`config.mk`:
```
export PLATFORM = sky130hd
export DESIGN_NAME = exec_dispatch
export DESIGN_NICKNAME = d
export VERILOG_FILES = /design/src/rtl/exec_dispatch.sv
export SDC_FILE = /design/constraint.sdc
export NUM_CORES = 1
export LEC_CHECK = 0
export CORE_AREA = 2 2 259 261
export DETAILED_ROUTE_END_ITERATION = 8
export DIE_AREA = 0 0 261 263
export DONT_BUFFER_PORTS = 1
export GPL_TIMING_DRIVEN = 0
export PLACE_DENSITY_LB_ADDON = 0.15
export SKIP_CTS_REPAIR_TIMING = 1
export SLEW_MARGIN = 20
export SYNTH_ARGS = -nofsm -noshare
export SYNTH_HDL_FRONTEND = slang
export SYNTH_SLANG_ARGS = --single-unit
```
`constraint.sdc`:
```
create_clock -name clk -period 7.7 [get_ports clk]
set_clock_uncertainty 0.05 [all_clocks]
set_input_delay 1.54 -clock clk [delete_from_list [all_inputs] [get_ports clk]]
set_output_delay 1.54 -clock clk [all_outputs]
set_load 0.05 [all_outputs]
```
`src/rtl/exec_dispatch.sv`:
```
// exec_dispatch: execute-stage dispatcher with in-order retirement.
//
// Each decoded instruction goes to one of NUM_UNITS functional units, picked
// by in_unit. The unit index is also pushed into a small order FIFO. Results
// leave through a single backpressured output channel in program order. Units
// may finish in any order. A unit whose result is not at the FIFO head keeps
// holding it until its tag reaches the head.
//
// Ports
//   clk, rst        clock, synchronous active-high reset
//   flush           squash everything in flight this cycle
//   in_valid/ready  decoded-instruction handshake
//   in_data         decoded instruction, broadcast unchanged on unit_data
//   in_unit         target unit index; out-of-range indices are dropped
//   unit_valid      one-hot issue valid, one bit per unit
//   unit_ready      per-unit issue ready
//   unit_data       broadcast issue payload
//   unit_res_valid  per-unit result valid
//   unit_res_ready  per-unit result accept (all ones during flush)
//   unit_res_data   unit i result at bits [i*RES_W +: RES_W]
//   out_valid/ready in-order result handshake
//   out_data        in-order result
//   inflight        order FIFO occupancy
//   err_unit        one-cycle pulse after an out-of-range in_unit is consumed
module exec_dispatch #(
  parameter int NUM_UNITS = 5,
  parameter int DEPTH     = 4,
  parameter int DATA_W    = 128,
  parameter int RES_W     = 64,
  parameter int UNIT_W    = $clog2(NUM_UNITS),
  parameter int CNT_W     = $clog2(DEPTH + 1)
) (
  input  logic                       clk,
  input  logic                       rst,
  input  logic                       flush,
  input  logic                       in_valid,
  output logic                       in_ready,
  input  logic [DATA_W-1:0]          in_data,
  input  logic [UNIT_W-1:0]          in_unit,
  output logic [NUM_UNITS-1:0]       unit_valid,
  input  logic [NUM_UNITS-1:0]       unit_ready,
  output logic [DATA_W-1:0]          unit_data,
  input  logic [NUM_UNITS-1:0]       unit_res_valid,
  output logic [NUM_UNITS-1:0]       unit_res_ready,
  input  logic [NUM_UNITS*RES_W-1:0] unit_res_data,
  output logic                       out_valid,
  input  logic                       out_ready,
  output logic [RES_W-1:0]           out_data,
  output logic [CNT_W-1:0]           inflight,
  output logic                       err_unit
);

  localparam int PTR_W = (DEPTH > 1) ? $clog2(DEPTH) : 1;

  // Widths are pinned so every compare below is between equal-width operands.
  localparam logic [UNIT_W:0]   NUM_C   = (UNIT_W + 1)'(NUM_UNITS);
  localparam logic [CNT_W-1:0]  DEPTH_C = CNT_W'(DEPTH);
  localparam logic [PTR_W-1:0]  LAST_C  = PTR_W'(DEPTH - 1);

  logic [UNIT_W-1:0] tag_mem [DEPTH];
  logic [PTR_W-1:0]  head;
  logic [PTR_W-1:0]  tail;
  logic [UNIT_W-1:0] head_tag;
  logic              sel_ok;
  logic              not_full;
  logic              not_empty;
  logic              push;
  logic              pop;
  logic              drop;

  // Wrap explicitly at DEPTH-1 so non-power-of-2 depths stay correct.
  function automatic logic [PTR_W-1:0] next_ptr(input logic [PTR_W-1:0] p);
    return (p == LAST_C) ? '0 : p + PTR_W'(1);
  endfunction

  assign sel_ok    = {1'b0, in_unit} < NUM_C;
  // Fullness uses the registered occupancy only. A pop in the same cycle does
  // not free a slot for issue.
  assign not_full  = inflight < DEPTH_C;
  assign not_empty = inflight != '0;
  assign head_tag  = tag_mem[head];
  assign unit_data = in_data;

  // Issue side
  always_comb begin
    // NOTE: every always_comb output gets a default first so that no path
    // leaves it unassigned and infers a latch.
    unit_valid = '0;
    if (in_valid && !flush && not_full && sel_ok)
      unit_valid[in_unit] = 1'b1;
    // An out-of-range unit is accepted without waiting on any unit ready.
    in_ready = !flush && not_full && (!sel_ok || unit_ready[in_unit]);
  end

  assign push = in_valid && in_ready && sel_ok;
  assign drop = in_valid && in_ready && !sel_ok;

  // Retire side. Only the head unit is ever offered ready, so results that
  // finish out of order stay parked in their own units.
  always_comb begin
    out_valid = !flush && not_empty && unit_res_valid[head_tag];
    out_data  = unit_res_data[int'(head_tag)*RES_W +: RES_W];
    unit_res_ready = '0;
    if (flush)
      unit_res_ready = '1;
    else if (not_empty && out_ready)
      unit_res_ready[head_tag] = 1'b1;
  end

  assign pop = out_valid && out_ready;

  always_ff @(posedge clk) begin
    // NOTE: sequential state uses non-blocking assignments only. Every
    // register then samples its pre-edge inputs, whatever the statement order.
    if (rst || flush) begin
      head     <= '0;
      tail     <= '0;
      inflight <= '0;
      err_unit <= 1'b0;
    end else begin
      if (push) tail <= next_ptr(tail);
      if (pop)  head <= next_ptr(head);
      case ({push, pop})
        2'b10:   inflight <= inflight + CNT_W'(1);
        2'b01:   inflight <= inflight - CNT_W'(1);
        default: inflight <= inflight;
      endcase
      err_unit <= drop;
    end
  end

  // NOTE: the tag storage has no reset. Entries are only read between head
  // and tail, and those pointers are reset, so stale contents are never used.
  always_ff @(posedge clk) begin
    if (push) tag_mem[tail] <= in_unit;
  end

endmodule

```
Word-level counts from Yosys, hierarchy flattened

Memory sizes are Yosys's and may differ from the RTL's. A register that Yosys moved wholly into a read port is not among the register bits.
Index checks and enable logic that the tools add are counted.

Register bits after elaboration: 8
Latch bits: 0
Bits in writable memories: 12
Memory bits (read-only): 0
Bits of input ports: 466
Output and inout port bits: 208
Word-level logic and storage cells: 58
Memories kept: 1

Memories:

| memory  | depth | width | read ports | clocked after memory_dff | write ports | RTL line | RTL |
|---|---|---|---|---|---|---|---|
| tag_mem | 4     | 3     | 1          | 1                        | 1           | 60       | `logic [UNIT_W-1:0] tag_mem [DEPTH];` |

Add/sub/neg operators: 4
Multiply operators: 0
Divide/modulo/power cells: 0
Magnitude comparators: 6
Equality and inequality tests: 4
Shift-type cells: 1
Multiplexer cells: 18
Bitwise gates (word level): 0
Reductions and logical operators: 20

Operators with widths:

| kind                                                              | count |
|---|---|
| variable part select 320 x 10 -> 64 bit                           | 1 |
| 2-to-1 mux 5 bit                                                  | 3 |
| logical AND 1 bit                                                 | 14 |
| < comparator 3 x 4 -> 1 bit, second input constant                | 2 |
| 2-to-1 mux 2 bit                                                  | 4 |
| binary-select mux 1 bit (select 3 bit)                            | 2 |
| demux 1 bit (select 3 bit)                                        | 2 |
| == test 2 bit, second input constant                              | 3 |
| greater-or-equal comparator 3 x 1 -> 1 bit, second input constant | 2 |
| < comparator 3 bit, second input constant                         | 2 |
| 2-to-1 mux 1 bit                                                  | 6 |
| case mux 3 bit (2 select lines)                                   | 1 |
| adder 2 x 1 -> 2 bit, second input constant                       | 2 |
| adder 3 x 1 -> 3 bit, second input constant                       | 1 |
| nonzero test 3 bit                                                | 1 |
| subtractor 3 x 1 -> 3 bit, second input constant                  | 1 |
| == test 2 x 1 -> 1 bit, second input constant                     | 1 |
| logical NOT 1 bit                                                 | 2 |
| logical OR 1 bit                                                  | 2 |
| nonzero test 2 bit                                                | 1 |

Longest topological paths before layout

Depth after elaboration: 8
Depth in mapped cells: 13
Mapped depth without buffers: 11

Worst setup path after synthesis

Ideal clock, no wire load.

Path kind: input-to-output
Start: input flush
End: output unit_valid[2]
Data arrival time: 3.300 ns
Setup slack: 2.810 ns
Cell stages on the path: 4
Path buffers: 1
Path through: clkbuf_1 > nor3b_1 > nand2b_1 > nor3b_1

Longest elaborated chain between the ends: 5

Ends and longest elaborated chain:

| element                        | RTL line | RTL |
|---|---|---|
| start, declared                | 35       | `input logic flush,` |
| logical NOT 1 bit              | 89       | `if (in_valid && !flush && not_full && sel_ok)` |
| logical AND 1 bit (3 in a row) | 89       |  |
| 2-to-1 mux 5 bit               | 89       |  |
| end, declared                  | 40       | `output logic [NUM_UNITS-1:0] unit_valid,` |

No other way between the ends.

==> out/qor.csv <==
stage,metric,value,unit
yosys,synth_cell_types,40,
yosys,async_flop_share,0,
cells_and_area,area_growth_syn_to_layout,26.28,%
timing,max_freq,0.1921,GHz
detailed_routing,routed-via-count,4317,
timing,fin_crit,5.206,ns
critical_path,end_kind,primary output,
grt,grt_pass1_vias,4631,
grt,grtUsageTotal,0.07731,
yosys,synth_edf_count,12,
cells_and_area,layout-drive-gt1-share,0.3888,
critical_path,worstSetupPathType,flop to primary output,
worst_hold_path,min_to,head[1]$_SDFFE_PP0P_,
floorplanning,fp.dieH,263,um
critical_path,start_kind,flop,
timing,grt_setup_unrepaired,false,
detailed_routing,drt.antenna.violating_nets,0,
detailed_routing,wl,29.43,mm
clocking,numCtsBuffers,3,
timing,drv_slew,0,
floorplanning,dieArea,68640,um2
flow_run,maxCapViolCount,0,
grt,grt-ovfl-total,0,
yosys,yosys_warnings,0,
floorplanning,io_pins,674,
clocking,cts_tree,yes,
yosys,yosysSeqAreaShare,0.1214,
cells_and_area,nFillCells,7722,
cells_and_area,multi_input_area,2873,um2
detailed_routing,wl_met1,11.90,mm
detailed_routing,wl_per_cell,20.71,um
yosys,post-synth-top-area-fraction,0.2130,
clocking,clk_pin_slew,0.06,ns
floorplanning,die_x,261,um
detailed_routing,firstDrtPassIters,4,
cells_and_area,nets,1027,
worst_hold_path,worstHoldPathCells,2,
yosys,synth_area_leader_cell,buf_4,
yosys,syn_nets,1022,
floorplanning,coreArea,65630,um2
yosys,ys_ff_latch,22,
timing,fin_crit_sh,0.6761,
critical_path,critPathMaxFanout,10,
timing,maxSlewHeadroom,0.2274,
yosys,synthAdderAreaFrac,0.02059,
cells_and_area,fin_util,0.08886,
critical_path,slowest_stage,o22ai_1,
detailed_routing,wl_met3,2.003,mm
detailed_routing,vias_per_cell,3.038,
yosys,avgSynthCellArea,8.412,um2
critical_path,arrival,3.62,ns
detailed_routing,first_iter_violations,185,
yosys,synth_top_family_by_area,multiplexers,
critical_path,crit_chain,"buf_6, mux2i_2, mux2i_4, buf_6, buf_6, nor2_1, buf_2, a21oi_1, o22ai_1",
clocking,cts.htree.levels,1,
yosys,synthSimpleGateAreaFrac,0.1086,
grt,antenna_found_initial,6,
yosys,ys_top_cells_by_count,"buf_4, nand2_1, a21oi_1, mux2i_1, mux4_2",
placement,hpwlAfterDp,25.96,mm
clocking,insertion_delay,0.25,ns
worst_hold_path,min_path_type,flop to flop,
timing,tns,0,ns
grt,grt_max_degree,13,
clocking,cts-root-buf,clkbuf_16,
yosys,syn_inst,549,
yosys,ys_top_cells_by_area,"buf_4, mux4_2, edfxtp_1",
timing,final-hold-violation-count,0,
placement,io_buffers,0,
cells_and_area,regArea,560.5,um2
critical_path,critPathRequiredTime,6.11,ns
placement,gp_congestion,0.7967,
clocking,clockBufferDepth,2,
pwr,vdd_ir_drop_max,0.06153,mV
yosys,synth_mux_area_frac,0.2793,
worst_hold_path,min_from,head[1]$_SDFFE_PP0P_,
yosys,synth_compound_area_frac,0.2002,
yosys,ys.flop_type,edfxtp_1,
yosys,synth_xor_area_frac,0.003793,
critical_path,r2r_cells,12,
yosys,synthesis.area,4618,um2
yosys,yosysMostFrequentCell,buf_4,
timing,setup_viol,0,
detailed_routing,drc,0,
floorplanning,fp-row-count,94,
detailed_routing,routed.top_layer,met5,
critical_path,cpPeakStageDelay,0.86,ns
clocking,clock_sinks,22,
critical_path,crit_top_cell,buf_6,
pwr,p_leak,2.072,nW
pwr,p_per_area,110.1,nW/um2
floorplanning,initial_utilization,0.07037,
critical_path,timing.rr.end,inflight[2]$_SDFFE_PP0P_,
grt,grt_pass1_wl,37.81,mm
timing,tightest_slew,1.176,ns
status,outcome,"finished, final reports clean",
detailed_routing,met2RoutedLength,15.23,mm
critical_path,reg2reg_slack,4.21,ns
-- worst max-delay path by stage --
stage                      from       endpoint  cells after the start  slack, ns
after floorplan           flush  unit_valid[2]                      4       2.81
after global placement    flush  unit_valid[2]                      4       2.35
after detailed placement   flop   out_data[50]                      9       2.58
after CTS                  flop   out_data[50]                      9       2.29
after global routing       flop   out_data[50]                      9       2.23
final                      flop   out_data[50]                      9       2.49
-- cell usage in the layout (no fill, tap or decap), drive strengths merged, types with 4 or more instances in the layout --
cell	count
o22ai	33
nor3	6
nor3b	5
and2	4
buf	153
a22o	33
mux4	34
nand2	72
ha	6
clkbuf	21
nor2	16
a21oi	69
dfxtp	10
edfxtp	12
mux2i	39
mux2	8
inv	9
diode	4
-- final cells by class --
class                           count  share of cell area
Clock buffer                        4             0.01352
Tap cell                          864              0.1854
Buffer                            170              0.2049
Inverter                            9            0.005793
Antenna cell                        4            0.001716
Multi-Input combinational cell    348              0.4926
Sequential cell                    22             0.09612
-- routing by layer --
metal  track usage  vias to the layer above
li1              -                     1890
met1       0.09391                     2120
met2        0.1437                      287
met3       0.01290                       16
met4       0.01075                        4
met5             0                        -
-- power by group --
group,internal [mW],switching [mW]
Sequential,0.125,0.00157
Clock,0.0706,0.0424
Combinational,0.105,0.298
Total,0.300,0.342
-- sequential cells by signal, indices dropped and copies added (netlist names), named ones only --
name      flops
head          2
err_unit      1
inflight      3
tail          2
tag_mem      12
-- critical path, delay by kind of cell (launching register included) --
kind | cells | cell delay [ns]
AO/OA/AOI/OAI | 2 | 0.97
buffers and inverters | 4 | 0.93
AND/OR/NAND/NOR | 1 | 0.61
multiplexers | 2 | 0.50
flip-flops | 1 | 0.32
-- through the flow --
step	std cells	power (mW)	setup WS, ns	instance area [um2]	hold WS [ns]
finish	1421	0.6423	2.494	5832	0.4521
global route	1419	0.6692	2.230	5827	0.4898
CTS	1417	0.6519	2.290	5822	0.4536
detailed placement	1413	0.5363	2.585	5743	0.4415
global placement	1413	0.5361	2.350	5699	0.4367
floorplan	549	0.4864	2.810	4618	0.4039
-- cells by family after synthesis --
| logic type | after synthesis |
|---|---|
| compound gates | 146 |
| buf+inv | 179 |
| xor+xnor | 2 |
| simple gates | 112 |
| flops | 22 |
| fa+ha+maj | 7 |
| mux | 81 |
Note: power is estimated with default switching activity, not from simulation.
